==> src/rtl/secded_pkg.sv <==
// Shared helpers for the SEC-DED decoder: check-bit count, codeword layout,
// classification enum and a reference encoder for the write side.
package secded_pkg;

   localparam int MAX_DW = 64;
   localparam int MAX_CW = 128;

   typedef enum logic [1:0] {
      CLEAN = 2'd0,
      SEC   = 2'd1,
      DED   = 2'd2
   } cls_e;

   // Smallest P with 2^P >= data_w + P + 1.
   function automatic int calc_p(input int data_w);
      int p;
      p = 1;
      for (int k = 20; k >= 1; k--)
         if ((1 << k) >= data_w + k + 1) p = k;
      return p;
   endfunction

   function automatic bit is_pow2(input int pos);
      return (pos != 0) && ((pos & (pos - 1)) == 0);
   endfunction

   // Hamming position of data bit i: the i-th non-power-of-two position >= 3.
   function automatic int data_pos(input int i);
      int n, r;
      n = 0;
      r = 0;
      for (int pos = 3; pos < MAX_CW; pos++)
         if (!is_pow2(pos)) begin
            if (n == i) r = pos;
            n++;
         end
      return r;
   endfunction

   // Positions 1..n that have bit k of their index set (coverage of check bit k).
   function automatic logic [MAX_CW-1:0] cover_mask(input int k, input int n);
      logic [MAX_CW-1:0] m;
      m = '0;
      for (int i = 1; i < MAX_CW; i++)
         if (i <= n && ((i >> k) & 1) == 1) m[i] = 1'b1;
      return m;
   endfunction

   // Extended-Hamming encoder: data into non-pow2 slots, check bits at 2^k,
   // overall parity in bit 0.
   function automatic logic [MAX_CW-1:0] encode(input logic [MAX_DW-1:0] data,
                                                input int               data_w);
      logic [MAX_CW-1:0] cw;
      int n, s;
      cw = '0;
      s  = 0;
      n  = data_w + calc_p(data_w);
      for (int i = 0; i < MAX_DW; i++)
         if (i < data_w && data[i]) begin
            cw[data_pos(i)] = 1'b1;
            s = s ^ data_pos(i);
         end
      for (int k = 0; k < 8; k++)
         if ((1 << k) <= n) cw[1 << k] = s[k];
      cw[0] = ^cw;
      return cw;
   endfunction

endpackage

==> src/rtl/secded_syndrome.sv <==
// Combinational Hamming syndrome and overall parity of a codeword.
module secded_syndrome
   import secded_pkg::*;
#(
   parameter int N = 12,
   parameter int P = 4
) (
   input  logic [N:0]   cw,
   output logic [P-1:0] syn,
   output logic         par
);

   // Syndrome bit k is the parity over every position whose index has bit k set.
   for (genvar k = 0; k < P; k++) begin : g_syn
      localparam logic [MAX_CW-1:0] MASK = cover_mask(k, N);
      assign syn[k] = ^(cw & MASK[N:0]);
   end

   assign par = ^cw;

endmodule

==> src/rtl/secded_pipe_decoder.sv <==
// Two-stage SEC-DED decoder with valid/ready flow control and saturating
// single/double error counters.
module secded_pipe_decoder
   import secded_pkg::*;
#(
   parameter  int DATA_W = 8,
   parameter  int CNT_W  = 16,
   localparam int P      = calc_p(DATA_W),
   localparam int CW_W   = DATA_W + P + 1
) (
   input  logic              clk,
   input  logic              rst_n,
   input  logic              in_valid,
   output logic              in_ready,
   input  logic [CW_W-1:0]   in_cw,
   input  logic              in_corr_en,
   output logic              out_valid,
   input  logic              out_ready,
   output logic [DATA_W-1:0] out_data,
   output logic              out_sec,
   output logic              out_ded,
   output logic [P-1:0]      out_syndrome,
   input  logic              clr_cnt,
   output logic [CNT_W-1:0]  sec_count,
   output logic [CNT_W-1:0]  ded_count
);

   localparam int N = CW_W - 1;

   logic [2:1]        vld_pipe_q, vld_pipe_d;
   logic [CW_W-1:0]   cw1_q, cw1_d;
   logic              corr1_q, corr1_d;
   logic [P-1:0]      syn1_q, syn1_d;
   logic              par1_q, par1_d;
   logic [DATA_W-1:0] data2_q, data2_d;
   logic              sec2_q, sec2_d;
   logic              ded2_q, ded2_d;
   logic [P-1:0]      syn2_q, syn2_d;
   logic [CNT_W-1:0]  sec_cnt_q, sec_cnt_d;
   logic [CNT_W-1:0]  ded_cnt_q, ded_cnt_d;

   logic              adv1, adv2;
   logic [P-1:0]      syn_in;
   logic              par_in;
   cls_e              cls;
   logic [CW_W-1:0]   cw_fix;
   logic [DATA_W-1:0] data_fix;
   logic              out_hs;

   // A stage advances when it is empty or its successor advances; no bubbles.
   assign adv2     = !vld_pipe_q[2] || out_ready;
   assign adv1     = !vld_pipe_q[1] || adv2;
   assign in_ready = adv1;
   assign out_hs   = vld_pipe_q[2] && out_ready;

   secded_syndrome #(.N(N), .P(P)) u_syn (
      .cw  (in_cw),
      .syn (syn_in),
      .par (par_in)
   );

   // Classify the stage-1 word from its latched syndrome and parity.
   always_comb begin
      cls = CLEAN;
      if (par1_q)
         cls = (32'(syn1_q) <= N) ? SEC : DED;
      else if (syn1_q != '0)
         cls = DED;
   end

   // Flip the erroneous position on a correctable error; syndrome 0 hits cw[0] only.
   always_comb begin
      cw_fix = cw1_q;
      if (cls == SEC && corr1_q)
         cw_fix = cw1_q ^ (CW_W'(1) << syn1_q);
   end

   for (genvar i = 0; i < DATA_W; i++) begin : g_ext
      assign data_fix[i] = cw_fix[data_pos(i)];
   end

   // Pipeline next state: load each stage only when it advances.
   always_comb begin
      vld_pipe_d = vld_pipe_q;
      cw1_d      = cw1_q;
      corr1_d    = corr1_q;
      syn1_d     = syn1_q;
      par1_d     = par1_q;
      data2_d    = data2_q;
      sec2_d     = sec2_q;
      ded2_d     = ded2_q;
      syn2_d     = syn2_q;
      if (adv1) begin
         vld_pipe_d[1] = in_valid;
         if (in_valid) begin
            cw1_d   = in_cw;
            corr1_d = in_corr_en;
            syn1_d  = syn_in;
            par1_d  = par_in;
         end
      end
      if (adv2) begin
         vld_pipe_d[2] = vld_pipe_q[1];
         if (vld_pipe_q[1]) begin
            data2_d = data_fix;
            sec2_d  = (cls == SEC);
            ded2_d  = (cls == DED);
            syn2_d  = syn1_q;
         end
      end
   end

   // Error counters: count delivered words, saturate, clear wins over increment.
   always_comb begin
      sec_cnt_d = sec_cnt_q;
      ded_cnt_d = ded_cnt_q;
      if (clr_cnt) begin
         sec_cnt_d = '0;
         ded_cnt_d = '0;
      end else begin
         if (out_hs && sec2_q && sec_cnt_q != '1) sec_cnt_d = sec_cnt_q + CNT_W'(1);
         if (out_hs && ded2_q && ded_cnt_q != '1) ded_cnt_d = ded_cnt_q + CNT_W'(1);
      end
   end

   // State registers; reset drops any in-flight words.
   always_ff @(posedge clk or negedge rst_n) begin
      if (!rst_n) begin
         vld_pipe_q <= '0;
         cw1_q      <= '0;
         corr1_q    <= 1'b0;
         syn1_q     <= '0;
         par1_q     <= 1'b0;
         data2_q    <= '0;
         sec2_q     <= 1'b0;
         ded2_q     <= 1'b0;
         syn2_q     <= '0;
         sec_cnt_q  <= '0;
         ded_cnt_q  <= '0;
      end else begin
         vld_pipe_q <= vld_pipe_d;
         cw1_q      <= cw1_d;
         corr1_q    <= corr1_d;
         syn1_q     <= syn1_d;
         par1_q     <= par1_d;
         data2_q    <= data2_d;
         sec2_q     <= sec2_d;
         ded2_q     <= ded2_d;
         syn2_q     <= syn2_d;
         sec_cnt_q  <= sec_cnt_d;
         ded_cnt_q  <= ded_cnt_d;
      end
   end

   assign out_valid    = vld_pipe_q[2];
   assign out_data     = data2_q;
   assign out_sec      = sec2_q;
   assign out_ded      = ded2_q;
   assign out_syndrome = syn2_q;
   assign sec_count    = sec_cnt_q;
   assign ded_count    = ded_cnt_q;

endmodule

==> config.mk <==
export PLATFORM = sky130hd
export DESIGN_NAME = secded_pipe_decoder
export DESIGN_NICKNAME = d
export VERILOG_FILES = /design/src/rtl/secded_pkg.sv /design/src/rtl/secded_syndrome.sv /design/src/rtl/secded_pipe_decoder.sv
export SDC_FILE = /design/constraint.sdc
export NUM_CORES = 1
export LEC_CHECK = 0
export CAP_MARGIN = 10
export CORE_UTILIZATION = 45
export CTS_BUF_LIST = sky130_fd_sc_hd__clkbuf_4
export DETAILED_ROUTE_END_ITERATION = 10
export GPL_TIMING_DRIVEN = 1
export PLACE_DENSITY = 0.67
export SETUP_SLACK_MARGIN = 0.3
export SYNTH_ARGS = -nofsm -noshare
export SYNTH_HDL_FRONTEND = slang
export SYNTH_SLANG_ARGS = --single-unit
==> constraint.sdc <==
create_clock -name clk -period 3.75 [get_ports clk]
set_input_delay 0.9375 -clock clk [delete_from_list [all_inputs] [get_ports clk]]
set_output_delay 0.9375 -clock clk [all_outputs]
set_load 0.01 [all_outputs]
## Word-level counts from Yosys, hierarchy flattened

Cells that the tools add are included.
W data, S select, Z words.

- Register bits: 67
- Word-level logic and storage cells: 49
- Latch bits: 0
- Bits of input ports: 19
- Memories: 0
- RAM bits: 0
- ROM bits: 0

- Add/sub/neg operators: 2
- Equal/unequal tests: 4
- Bitwise logic cells: 1
- Div/mod/pow operators: 0
- Shift operators: 1
- Magnitude comparators: 1
- Reductions and logical operators: 20
- Mux-type cells: 8
- Multiply operators: 0

Operator list:

| operator | count |
|---|---|
| $reduce_xor A13 Y1 | 5 |
| $mux W16 | 4 |
| $add A16 B1 Y16 const B | 2 |
| $ne A16 B16 Y1 const B | 2 |
| $mux W13 | 1 |
| $shl A1 B4 Y13 const A | 1 |
| $xor A13 B13 Y13 | 1 |
| $logic_and A1 B1 Y1 | 6 |
| $mux W2 | 3 |
| $le A4 B4 Y1 const B | 1 |
| $reduce_and A2 Y1 | 2 |
| $reduce_bool A2 Y1 | 2 |
| $reduce_bool A4 Y1 | 1 |
| $eq A2 B1 Y1 const B | 1 |
| $eq A2 B2 Y1 const B | 1 |
| $logic_not A1 Y1 | 2 |
| $logic_or A1 B1 Y1 | 2 |

## Depth between registers and ports, before layout

Gate-level depths: netlist (run 1).

- Depth after elaboration: 6
- Mapped depth: 6
- Gate-level depth less buffers: 5

## By module

From an unflattened synthesis (run 1), not the netlist that was laid out.

- Cell total of the unflattened synthesis: 341
- Area total of the unflattened synthesis: 3367.0 µm²

Modules (own cells, without submodules):

| module | cells an instance | instances | sequential area each (µm²) | area each (µm²) |
|---|---|---|---|---|
| secded_pipe_decoder | 322 | 1 | 1551.5 | 3158.0 |
| secded_syndrome | 19 | 1 | 0.0 | 209.0 |

## Worst setup path after synthesis (run 1)

No wires, ideal clock.

- Path kind: input -> register
- Start: input port out_ready
- End: register sec_cnt_q[13], in the netlist sec_count[13]
- Stages on the path: 4
- Setup slack: 1.429 ns
- Data arrival time: 2.243 ns
- Path buffers: 0
- Cell sequence: nand3_1 -> or4_4 -> or4_1 -> a21oi_1

- Cells in the longest elaborated chain, start to end: 4

RTL lines:

| element | RTL line | RTL |
|---|---|---|
| from (decl) | secded_pipe_decoder.sv:18 | `input logic out_ready,` |
| $logic_and A1 B1 Y1 | secded_pipe_decoder.sv:54 | `assign out_hs = vld_pipe_q[2] && out_ready;` |
| $logic_and A1 B1 Y1 (2 in a row) | secded_pipe_decoder.sv:121 | `if (out_hs && sec2_q && sec_cnt_q != '1) sec_cnt_d = sec_cnt_q + CNT_W'(1);` |
| $reduce_bool A2 Y1 (no source line) | -- |  |
| to (signal assigned) | secded_pipe_decoder.sv:150 | `sec_cnt_q <= sec_cnt_d;` |
| to (decl) | secded_pipe_decoder.sv:39 | `logic [CNT_W-1:0] sec_cnt_q, sec_cnt_d;` |

No other way between the ends.
A chain may end at the register's enable or synchronous reset.

## Worst setup path in the final report (run 1)

- Start: input port out_ready
- End: output port in_ready

- Cells in the longest elaborated chain, start to end: 2

RTL lines:

| element | RTL line | RTL |
|---|---|---|
| $logic_or A1 B1 Y1 | secded_pipe_decoder.sv:51 | `assign adv2 = !vld_pipe_q[2] \|\| out_ready;` |
| $logic_or A1 B1 Y1 | secded_pipe_decoder.sv:52 | `assign adv1 = !vld_pipe_q[1] \|\| adv2;` |
| to (decl) | secded_pipe_decoder.sv:14 | `output logic in_ready,` |

No other way between the ends.

==> impl_metrics.tcl, run 1 <==
set metrics [dict create \
    fmax_ghz 0.312 \
    io_pins 67 \
    grt_max_degree 43 \
    yosysTopAreaCellShare_pct 47.1 \
    cp.required_ps 2810 \
    cts_made_buffers 9 \
    num-fill-cells 600 \
    max_slew.worst_pin.slew_ps 968 \
    cts_root_buf "clkbuf_4" \
    cp.buffers_inverters 2 \
    die_h_um 87.6 \
    slew_headroom_pct 34.9 \
    rsz0062_at_grt "false" \
    startpoint_type "input pin" \
    portBuffers 66 \
    first_global_vias 2651 \
    yosys-top-cells-count "dfrtp_1 (62), nand2_1 (33), a21oi_1 (30), o21ai_0 (24), o31ai_1 (22)" \
    synth_top_area_cell "dfrtp_1" \
    avgSynthCellArea_um2 9.75 \
    powerDensity_mw_per_mm2 412 \
    synth_seq_cells 62 \
    gr-usage-all-layers_pct 20.9 \
    seq_area_mm2 0.00155 \
    gp_congestion 0.748 \
    power.share.clock_pct 28.9 \
    switching_share_pct 29.5 \
    min-delay-start "out_syndrome[0]" \
    cts_tree "done" \
    dieArea_mm2 0.00767 \
    leakagePower_nw 1.57 \
    slowest_stage "clkdlybuf4s50_1" \
    vias 2846 \
    p_int_w 0.00122 \
    coreArea_mm2 0.00694 \
    num_antenna_cells 0 \
    yosysSeqAreaShare_pct 47.1 \
    hp-class "reg2reg" \
    crit_fanout 6 \
    synth_nets 359 \
    synth_edf_count 0 \
    synth_area_leaders "dfrtp_1 (47%), o31ai_1 (5.0%), mux2_2 (4.8%)" \
    path_delay_family "buffers and inverters" \
    cts.sinks 62 \
    drc 0 \
    p_sw_w 0.000511 \
    routed_wl_mm 7.32 \
    drive_above_1_share_pct 9.51 \
    drtAntennaViolNets 0 \
    setup_tns_ps 0 \
    hold_viol 0 \
    hpwlAfterDp_mm 5.25 \
    grt_pass1_wl_mm 12.4 \
    finalCritPeriodShare_pct 85.4 \
    h-tree-depth 3 \
    clk_pin_slew_ps 100 \
    multi_input_area_mm2 0.00167 \
    grtUsageMet2_pct 34.6 \
    die_w_um 87.6 \
    yosys_warnings 0 \
    routedWlPerCell_um 14.5 \
    rows 30 \
    gr-usage-met1_pct 27.0 \
    synth_cells 338 \
    min_period_ps 3200 \
    cp.arrival_ps 2260 \
    post_cts_buffers 0 \
    final_max_slew_viol_count 0 \
    status "finished clean" \
    drt_iter0_drc 120 \
    yosysUniqueCellTypes 34 \
    final_area_mm2 0.00421 \
    seqPwrFrac_pct 48.3 \
    startpoint "out_ready" \
    clockBufferDepth 2 \
    crit_chain "clkdlybuf4s50_1 > nand3b_1 > clkdlybuf4s50_1" \
    synth-async-reset-ratio_pct 100 \
    via_per_inst 5.62 \
    overflow 0 \
    cts_hold_buf 0 \
    pwr-share-comb_pct 22.8 \
    dr.pass1.iters 4 \
    nets 427 \
    grt.busiest_layer "met2" \
    vdd_drop_max_v 0.000267 \
    r2r-start "ded_count[0]" \
    placed_cell_area_mm2 0.00406 \
    finalSetupViolCount 0 \
    insertion_delay_ps 410 \
    antenna_found_initial 0 \
    end_kind "output port" \
    cap_violations 0 \
    yosysMostFrequentCell "dfrtp_1" \
    syn_to_final_growth_pct 27.6 \
    worst_path_most_repeated_cell "clkdlybuf4s50_1" \
    synth_flop_cell "dfrtp_1" \
    path_class "in2out" \
    cts_resized 0 \
    finalClockSkew_ps 13.0 \
    grt_util_met3_pct 3.49 \
    syn_area_mm2 0.00330 \
    max_stage_delay_ps 570 \
    initial_core_util_pct 47.5 \
]
-- layer usage --
layer  wire [µm]  share of wire, %
met1        3420                47
met5           0                 0
met4          96               1.3
met2        3550                49
met3         247               3.4
-- final timing paths --
kind | slack (ps) | cells past startpoint | to
setup reg to reg | 1570 | 6 | ded_count[6]
min in group asynchronous | 660 | 1 | sec_count[8]
max in group asynchronous | 2370 | 2 | syn1_q[0]
setup / recovery | 550 | 3 | in_ready
hold / removal | 480 | 2 | out_syndrome[0]
hold reg to reg | 480 | 2 | out_syndrome[0]
-- worst reg2reg max path: stages (launching register included) --
cell and delay, ps:
dfrtp_1 420, ha_1 260, nand3_1 160, nor4_2 750, buf_4 270, or4_1 110, a21oi_1 60
-- power groups by stage --
stage          sequential [W]  clock, W  combinational, W
3_5_place_dp         0.000852         0          0.000399
6_report             0.000836  0.000501          0.000394
3_3_place_gp         0.000849         0          0.000391
2_1_floorplan        0.000842         0          0.000208
5_1_grt              0.000853  0.000540          0.000440
4_1_cts              0.000838  0.000509          0.000400
-- logic make-up after synthesis --
family                   share of synthesized area, %
AND/OR/NAND/NOR                                  23.4
AO/OA/AOI/OAI                                    14.9
flip-flops                                       47.1
XOR/XNOR                                         6.68
buffers and inverters                            2.39
multiplexers                                     4.78
adder cells (fa/ha/maj)                         0.759
-- state kept, by name, indices dropped and copies added (netlist names), 2 cells and up --
| signal | cells |
|---|---|
| syn1_q | 4 |
| sec_count | 16 |
| ded_count | 16 |
| vld_pipe_q | 2 |
| out_data | 8 |
| cw1_q | 8 |
| out_syndrome | 4 |
-- layout by cell type, fill, tap and decap left out, drive strengths merged, types with 14 or more instances in the layout --
cell type | netlist | final
clkdlybuf4s50 | 0 | 65
dfrtp | 62 | 62
nand2 | 33 | 33
a21oi | 30 | 30
o21ai | 24 | 24
o31ai | 22 | 22
or4 | 21 | 21
xnor2 | 16 | 16
nand3 | 14 | 14
mux2 | 14 | 14
-- cell type report --
| class | count | area share, % |
|---|---|---|
| clock buffer | 9 | 1.61 |
| clock inverter | 6 | 1.84 |
| inverter | 6 | 0.536 |
| multi-input combinational | 255 | 39.6 |
| sequential | 62 | 36.9 |
| tap | 96 | 2.86 |
| timing repair buffer | 72 | 16.7 |
-- metrics by stage --
stage	hold slack, ps	std cells	util, %	setup WS, ps	total power [W]
floorplan	471	338	-	1430	0.00105
global placement	466	491	58.5	563	0.00124
detailed placement	468	491	58.5	572	0.00125
CTS	493	506	60.6	559	0.00175
global route	518	506	60.6	455	0.00183
finish	483	506	60.6	548	0.00173
No activity file was read; power rests on OpenSTA's default activity.
==> inputs of run 2 (changes only) <==
- CTS_CLUSTER_DIAMETER: not set -> 150
==> results of run 2 <==
Final layout, timing and power as in run 1 (identical DEF).
==> inputs of run 3 (changes only) <==
- CORE_ASPECT_RATIO: not set -> 1.2
==> run 3 against run 2 <==
Net effect:
- clock skew down 2.3 ps
- sequential cell count stayed put
- via count is 0.70% higher
- non-clock buffer count did not move
- clock-buffer cell count up 1
- combinational power hardly changed
- die area about the same
- setup slack improved by 10 ps
- worst hold slack worse by 48 ps
- critical endpoint unchanged
- wire length rose by 2.5%
- maximum frequency rose by 0.32%
==> impl_metrics.tcl, run 3 (synthesis gave the netlist of run 1 again) <==
set metrics [dict create \
    worst_path_most_repeated_cell "clkdlybuf4s50_1" \
    powerDensity_mw_per_mm2 403 \
    leakagePower_nw 1.56 \
    drc 0 \
    cap_violations 0 \
    cts_resized 0 \
    cp.required_ps 2810 \
    die_h_um 95.7 \
    grt_max_degree 26 \
    cts_tree "done" \
    via_per_inst 5.77 \
    cts.sinks 62 \
    switching_share_pct 30.8 \
    power.share.clock_pct 26.7 \
    overflow 0 \
    min_period_ps 3190 \
    max_slew.worst_pin.slew_ps 709 \
    drt_iter0_drc 107 \
    layout_commonest_cell "clkdlybuf4s50_1" \
    gp_congestion 0.788 \
    hp-class "in2async" \
    clockBufferDepth 2 \
    nets 427 \
    portBuffers 66 \
    status "finished clean" \
    routedWlPerCell_um 15.1 \
    p_sw_w 0.000518 \
    finalCritPeriodShare_pct 85.1 \
    finalSetupViolCount 0 \
    insertion_delay_ps 400 \
    antenna_found_initial 0 \
    mostFrequentLayoutCells "clkdlybuf4s50_1 (65), dfrtp_1 (62), nand2_1 (33), a21oi_1 (30), o21ai_0 (24)" \
    hold_viol 0 \
    cts_made_buffers 9 \
    final_cells 497 \
    die_w_um 80.1 \
    gr-usage-all-layers_pct 21.1 \
    rsz0062_at_grt "false" \
    finalClockSkew_ps 10.7 \
    vdd_drop_max_v 0.000357 \
    slowest_stage "clkdlybuf4s50_1" \
    coreArea_mm2 0.00698 \
    initial_core_util_pct 47.2 \
    vias 2866 \
    rows 33 \
    path_class "in2out" \
    first_global_vias 2649 \
    syn_to_final_growth_pct 26.7 \
    pwr-share-comb_pct 23.4 \
    final_area_mm2 0.00418 \
    p_int_w 0.00116 \
    h-tree-depth 3 \
    dp.cells 481 \
    startpoint_type "input pin" \
    cts_hold_buf 0 \
    hold_slack_ps 435 \
    dieArea_mm2 0.00767 \
    slew_headroom_pct 52.6 \
    dr.pass1.iters 5 \
    final_max_slew_viol_count 0 \
    crit_fanout 6 \
    path_delay_family "buffers and inverters" \
    grt_pass1_wl_mm 12.4 \
    crit_chain "clkdlybuf4s50_1 > nand3b_1 > clkdlybuf4s50_1" \
    io_pins 67 \
    hpwlAfterDp_mm 5.37 \
    end_kind "output port" \
    placed_cell_area_mm2 0.00404 \
    seqPwrFrac_pct 50.0 \
    num_antenna_cells 0 \
    cp.arrival_ps 2250 \
    fmax_ghz 0.313 \
    setup_tns_ps 0 \
    routed_wl_mm 7.50 \
    max_stage_delay_ps 570 \
    clk_pin_slew_ps 100 \
    cp.buffers_inverters 2 \
    post_cts_buffers 0 \
    drtAntennaViolNets 0 \
    drive_above_1_share_pct 9.76 \
    cts_root_buf "clkbuf_4" \
]
## run 3: per-stage QoR
stage | util (%) | total power [W] | worst slack (ps)
detailed placement | 57.9 | 0.00125 | 584
finish | 59.8 | 0.00168 | 558
global placement | 57.9 | 0.00124 | 578
CTS | 59.7 | 0.00170 | 566
floorplan | - | 0.00105 | 1430
global route | 59.8 | 0.00178 | 494
## run 3: layer usage
| layer | GRT usage [%] | share of wire [%] | up-vias |
|---|---|---|---|
| li1 | - | - | 1412 |
| met1 | 26.5 | 44 | 1382 |
| met2 | 36.3 | 51 | 62 |
| met3 | 3.98 | 3.8 | 10 |
| met4 | 7.89 | 1.7 | 0 |
| met5 | 0 | 0 | - |
## run 3: layout make-up
class | count | area [µm²]
multi-input cells | 255 | 1670
fillers | 639 | 2800
well taps | 87 | 109
inverters | 6 | 22.5
repair buffers | 72 | 701
flip-flops and latches | 62 | 1550
clock buffers | 10 | 75.1
clock inverters | 5 | 51.3
## run 3: power by group through the flow
stage	combinational (W)	sequential, W	clock (W)
final	0.000393	0.000840	0.000449
after CTS	0.000398	0.000841	0.000456
after global routing	0.000440	0.000854	0.000490
after detailed placement	0.000396	0.000854	0
after global placement	0.000389	0.000852	0
after floorplan	0.000208	0.000842	0
## run 3: path summary, 6_finish.rpt
path | slack (ps) | end | cells past startpoint | start
setup / recovery | 560 | in_ready | 3 | out_ready
hold / removal | 430 | sec_count[3] | 1 | rst_n
setup reg to reg | 1630 | sec_count[12] | 6 | sec_count[0]
hold reg to reg | 490 | out_syndrome[2] | 2 | out_syndrome[2]
max in group asynchronous | 2640 | ded_count[2] | 2 | rst_n
min in group clk | 490 | out_syndrome[2] | 2 | out_syndrome[2]
## run 3: worst register-to-register path: cells and delay by family (launching register included)
family        cells  cell delay (ps)
simple gates      3              720
flops             1              430
fa+ha+maj         1              300
mux               1              290
buf+inv           1              280
